File: src/rtl/fifo_valrdy.sv
// fifo_valrdy: parametrised val/rdy FIFO with first-word-fall-through output,
// occupancy count, programmable almost-full/almost-empty flags and a
// synchronous clear. Pointers wrap by compare, so any DEPTH >= 2 is supported.
module fifo_valrdy #(
  parameter int DEPTH    = 4,
  parameter int NBITS    = 16,
  parameter int AF_LEVEL = DEPTH - 1,
  parameter int AE_LEVEL = 1
) (
  input  logic                       clk,
  input  logic                       rst,
  input  logic                       clear,
  input  logic                       in_val,
  output logic                       in_rdy,
  input  logic [NBITS-1:0]           in_msg,
  output logic                       out_val,
  input  logic                       out_rdy,
  output logic [NBITS-1:0]           out_msg,
  output logic [$clog2(DEPTH+1)-1:0] count,
  output logic                       almost_full,
  output logic                       almost_empty
);

  localparam int PW = (DEPTH > 1) ? $clog2(DEPTH) : 1;
  localparam int CW = $clog2(DEPTH + 1);

  // Reject nonsensical configurations while elaborating.
  if (DEPTH < 2) begin : g_depth_chk
    $error("fifo_valrdy: DEPTH must be >= 2");
  end
  if (AF_LEVEL < 1 || AF_LEVEL > DEPTH) begin : g_af_chk
    $error("fifo_valrdy: AF_LEVEL must be in 1..DEPTH");
  end
  if (AE_LEVEL < 0 || AE_LEVEL > DEPTH - 1) begin : g_ae_chk
    $error("fifo_valrdy: AE_LEVEL must be in 0..DEPTH-1");
  end

  logic [NBITS-1:0] mem_q [DEPTH];
  logic [PW-1:0]    wptr_q, wptr_d;
  logic [PW-1:0]    rptr_q, rptr_d;
  logic [CW-1:0]    count_q, count_d;
  logic             push;
  logic             pop;
  logic             wr_en;

  // Advance a pointer, wrapping at DEPTH-1 so non-power-of-two depths work.
  function automatic logic [PW-1:0] next_ptr(input logic [PW-1:0] p);
    return (p == PW'(DEPTH - 1)) ? '0 : p + PW'(1);
  endfunction

  // Handshake qualifiers and status outputs, all derived from registered count.
  assign in_rdy       = (count_q != CW'(DEPTH));
  assign out_val      = (count_q != '0);
  assign push         = in_val & in_rdy;
  assign pop          = out_val & out_rdy;
  assign wr_en        = push & ~clear;
  assign count        = count_q;
  assign almost_full  = (count_q >= CW'(AF_LEVEL));
  assign almost_empty = (count_q <= CW'(AE_LEVEL));
  assign out_msg      = out_val ? mem_q[rptr_q] : '0;

  // Next-state for pointers and occupancy; clear overrides push and pop.
  always_comb begin
    // NOTE: every signal gets a default first so no path leaves it unassigned and infers a latch.
    wptr_d  = wptr_q;
    rptr_d  = rptr_q;
    count_d = count_q;
    if (clear) begin
      wptr_d  = '0;
      rptr_d  = '0;
      count_d = '0;
    end else begin
      if (push) wptr_d = next_ptr(wptr_q);
      if (pop)  rptr_d = next_ptr(rptr_q);
      unique case ({push, pop})
        2'b10:   count_d = count_q + CW'(1);
        2'b01:   count_d = count_q - CW'(1);
        default: count_d = count_q;
      endcase
    end
  end

  // Control state register with asynchronous active-low reset.
  always_ff @(posedge clk or negedge rst) begin
    // NOTE: sequential state uses non-blocking assignments so every flop samples pre-edge values.
    if (!rst) begin
      wptr_q  <= '0;
      rptr_q  <= '0;
      count_q <= '0;
    end else begin
      wptr_q  <= wptr_d;
      rptr_q  <= rptr_d;
      count_q <= count_d;
    end
  end

  // Storage write on an accepted push.
  always_ff @(posedge clk) begin
    // NOTE: the storage array is deliberately not reset; count/out_val gate stale contents.
    if (wr_en) mem_q[wptr_q] <= in_msg;
  end

endmodule

File: config.mk
export PLATFORM = sky130hd
export DESIGN_NAME = fifo_valrdy
export DESIGN_NICKNAME = d
export VERILOG_FILES = /design/src/rtl/fifo_valrdy.sv
export SDC_FILE = /design/constraint.sdc
export NUM_CORES = 1
export LEC_CHECK = 0
export CORE_MARGIN = 8
export CORE_UTILIZATION = 58
export DETAILED_ROUTE_END_ITERATION = 7
export PLACE_DENSITY = 0.85
export SKIP_LAST_GASP = 1
export SYNTH_ARGS = -nofsm -noshare
export SYNTH_HDL_FRONTEND = slang
export SYNTH_SLANG_ARGS = --single-unit
File: constraint.sdc
create_clock -name clk -period 5.21 [get_ports clk]
set_clock_uncertainty 0.15 [all_clocks]
set_input_delay 1.563 -clock clk [delete_from_list [all_inputs] [get_ports clk]]
set_output_delay 1.563 -clock clk [all_outputs]
set_load 0.05 [all_outputs]
==> results.json <==
{
  "outcome": "finished clean",
  "place_worst_setup_slack_ns": 0.899,
  "cellLeakagePower_uw": 0.00125,
  "timing.critical_path.to_type": "primary output",
  "postSynthCellCount": 169,
  "worstReg2RegStart": "count[0]",
  "die_h_um": 88.4,
  "area_delta_synth_final_pct": 20.4,
  "detail_route.wirelength_mm": 5.54,
  "setup_tns_ns": 0,
  "place.gp.congestion": 0.822,
  "power_density_nw_per_um2": 608,
  "routed_wire_length_per_instance_um": 19.2,
  "commonest_non_fill_non_tap_cell_in_the_layout": "sky130_fd_sc_hd__edfxtp_1",
  "cts.reportedPaths.clkPinSlew_ns": 0.07,
  "synth_sequential_area_ratio": 0.690,
  "cts_made_buffers": 9,
  "chipWidth_um": 88.4,
  "first_global_vias": 1754,
  "full_die_area_um2": 7810,
  "layout.nets": 245,
  "hold_path.startpoint": "wptr_q[1]",
  "port-buffer-count": 43,
  "setup.reg_to_reg.worst_slack_ns": 2.51,
  "cp_slowest_stage_delay_ns": 1.03,
  "cell_area_after_synthesis_um2": 3040,
  "critical_path.slowest_cell": "sky130_fd_sc_hd__dfrtp_1",
  "critPathArrivalTime_ns": 2.88,
  "path_class": "reg2out",
  "detailedPlacementHpwl_mm": 3.74,
  "ys_ff_latch": 71,
  "detail_route.drc_violations": 0,
  "floorplan.rows": 26,
  "worstMarginPinSlew_ns": 1.04,
  "critical_path.max_fanout": 19,
  "crit_chain": "mux4_1 -> and2_1 -> clkdlybuf4s50_1",
  "gr-usage-all-layers": 0.153,
  "timing.final.crit_period_ns": 4.59,
  "n_antenna_cell": 0,
  "setup_slack_ns": 0.620,
  "grt_remaining_overflow": 0,
  "slew_violations": 0,
  "ir_drop_uv": 354,
  "yosysWarnings": 0,
  "initial_standard_cell_utilization_of_the_core": 0.599,
  "rr_endpoint": "mem_q[0][11]",
  "hold_end": "wptr_q[1]",
  "fmax_mhz": 218,
  "layout-drive-gt1-share": 0.137,
  "crit_required_ns": 3.50,
  "slew_headroom": 0.305,
  "grt_max_degree": 22,
  "ff2ff_path_depth": 5,
  "antenna_violations_before_repair": 0,
  "clk_latency_ns": 0.33,
  "post_layout_cell_count": 289,
  "postLayoutCellArea_um2": 3660,
  "cts_tree": "built",
  "cts_root_buffer": "sky130_fd_sc_hd__clkbuf_8",
  "vias_per_cell": 5.64,
  "drtPass1Iterations": 4,
  "postCtsHoldBufs": 0,
  "core_area_um2": 5070,
  "grt_pass1_wl_mm": 8.58,
  "ioPinCount": 44,
  "post_cts_buffers": 0,
  "post_cts.resized_instances": 0,
  "vias": 1629,
  "yosys.cell_types.count": 31,
  "final-setup-viol-count": 0,
  "rsz0062_at_grt": "no",
  "max_cap_viol_count": 0,
  "timing.final.crit_share": 0.881,
  "max-clock-path-buffers": 2,
  "mostFrequentLayoutCells": "sky130_fd_sc_hd__edfxtp_1, sky130_fd_sc_hd__clkdlybuf4s50_1, sky130_fd_sc_hd__and2_1, sky130_fd_sc_hd__mux4_2, sky130_fd_sc_hd__ha_1",
  "critPathLaunchType": "register",
  "cts_num_sinks": 71,
  "detail_route.iter0.violations": 125,
  "post_synth.cell_area_avg_um2": 18.0,
  "finish.utilization": 0.721,
  "hold_viol_final": 0,
  "hold-path-cell-count": 2,
  "syn_nets": 200,
  "placed_cells": 273,
  "dpl-instance-area_um2": 3480,
  "hp-class": "reg2reg",
  "ant_nets": 0,
  "cts_max_level": 3
}
-- critical path: cells and delay by family (launching register included) --
kind                   cells  cell delay (ns)
buffers and inverters      1             0.70
flip-flops                 1             1.03
multiplexers               1             0.64
AND/OR/NAND/NOR            1             0.17
-- worst max path at each step --
stage | from | endpoint | slack (ns) | depth (start not counted)
after floorplan | count[0] | out_msg[10] | 1.15 | 5
after global placement | rptr_q[0] | out_msg[15] | 0.93 | 3
after detailed placement | rptr_q[0] | out_msg[4] | 0.90 | 3
after CTS | rptr_q[0] | out_msg[4] | 0.53 | 3
after global routing | rptr_q[0] | out_msg[4] | 0.39 | 3
final | rptr_q[0] | out_msg[15] | 0.62 | 3
-- through the flow --
step | hold WS [ns] | power (uW)
3_5_place_dp | 0.432 | 1850
5_1_grt | 0.474 | 2320
4_1_cts | 0.444 | 2250
2_1_floorplan | 0.391 | 1530
6_report | 0.445 | 2230
3_3_place_gp | 0.406 | 1820
-- cells in the mapped netlist --
cell / n / area (um2)
sky130_fd_sc_hd__edfxtp_1: 64 / 1920
sky130_fd_sc_hd__mux4_2: 14 / 315
sky130_fd_sc_hd__inv_1: 7 / 26.3
sky130_fd_sc_hd__a21oi_1: 7 / 35.0
sky130_fd_sc_hd__mux4_1: 2 / 52.6
sky130_fd_sc_hd__a21bo_1: 1 / 10.0
sky130_fd_sc_hd__a221oi_2: 1 / 15.0
sky130_fd_sc_hd__buf_12: 1 / 20.0
sky130_fd_sc_hd__and2_1: 20 / 125
sky130_fd_sc_hd__clkbuf_1: 2 / 7.51
sky130_fd_sc_hd__a211oi_1: 1 / 7.51
sky130_fd_sc_hd__a21boi_0: 1 / 7.51
sky130_fd_sc_hd__ha_1: 10 / 125
sky130_fd_sc_hd__buf_6: 3 / 33.8
sky130_fd_sc_hd__a2bb2oi_1: 1 / 8.76
sky130_fd_sc_hd__nand4b_1: 1 / 8.76
sky130_fd_sc_hd__mux2_2: 1 / 11.3
sky130_fd_sc_hd__nand2b_4: 1 / 13.8
sky130_fd_sc_hd__buf_4: 1 / 7.51
sky130_fd_sc_hd__xnor2_1: 1 / 8.76
sky130_fd_sc_hd__nand2_1: 6 / 22.5
sky130_fd_sc_hd__or3_1: 1 / 6.26
sky130_fd_sc_hd__o21ai_0: 2 / 10.0
sky130_fd_sc_hd__a31oi_1: 1 / 6.26
sky130_fd_sc_hd__nand3_1: 2 / 10.0
sky130_fd_sc_hd__dfrtp_1: 7 / 175
sky130_fd_sc_hd__nor2_1: 5 / 18.8
sky130_fd_sc_hd__a31o_1: 1 / 8.76
sky130_fd_sc_hd__nor3_1: 1 / 5.00
sky130_fd_sc_hd__nand4_1: 1 / 6.26
sky130_fd_sc_hd__buf_2: 2 / 10.0
-- report_power, final --
group / internal, uW / total [uW] / switching, uW
registers: 672 / 742 / 70.5
logic: 401 / 1080 / 678
clock network: 217 / 405 / 187
-- per-layer routing --
layer | routed length (um) | vias to the layer above | global-route usage
li1 | - | 739 | -
met1 | 2140 | 815 | 0.164
met2 | 2950 | 64 | 0.262
met3 | 363 | 11 | 0.0511
met4 | 93 | 0 | 0.0829
met5 | 0 | - | 0
-- state kept, by name (all words and copies together), names as in the netlist --
| register | flops |
|---|---|
| count | 3 |
| mem_q | 64 |
| wptr_q | 2 |
| rptr_q | 2 |
-- final cells by class --
type | instances | area, um2
repair buffers | 43 | 430
clock buffers | 11 | 131
inverters | 7 | 26.3
multi-input cells | 82 | 838
fillers | 335 | 1420
well taps | 70 | 87.6
flip-flops and latches | 71 | 2100
clock inverters | 5 | 48.8
-- cell families after synthesis --
group                      Yosys count  share of synthesized area
AOI/OAI and AO/OA                   16                     0.0358
muxes                               17                      0.125
adders and majority gates           10                     0.0412
and+or+nand+nor                     38                     0.0712
DFF                                 71                      0.690
xor gates and xnor gates             1                    0.00288
buffers and inverters               16                     0.0346
Note: power is estimated with default switching activity, not from simulation.
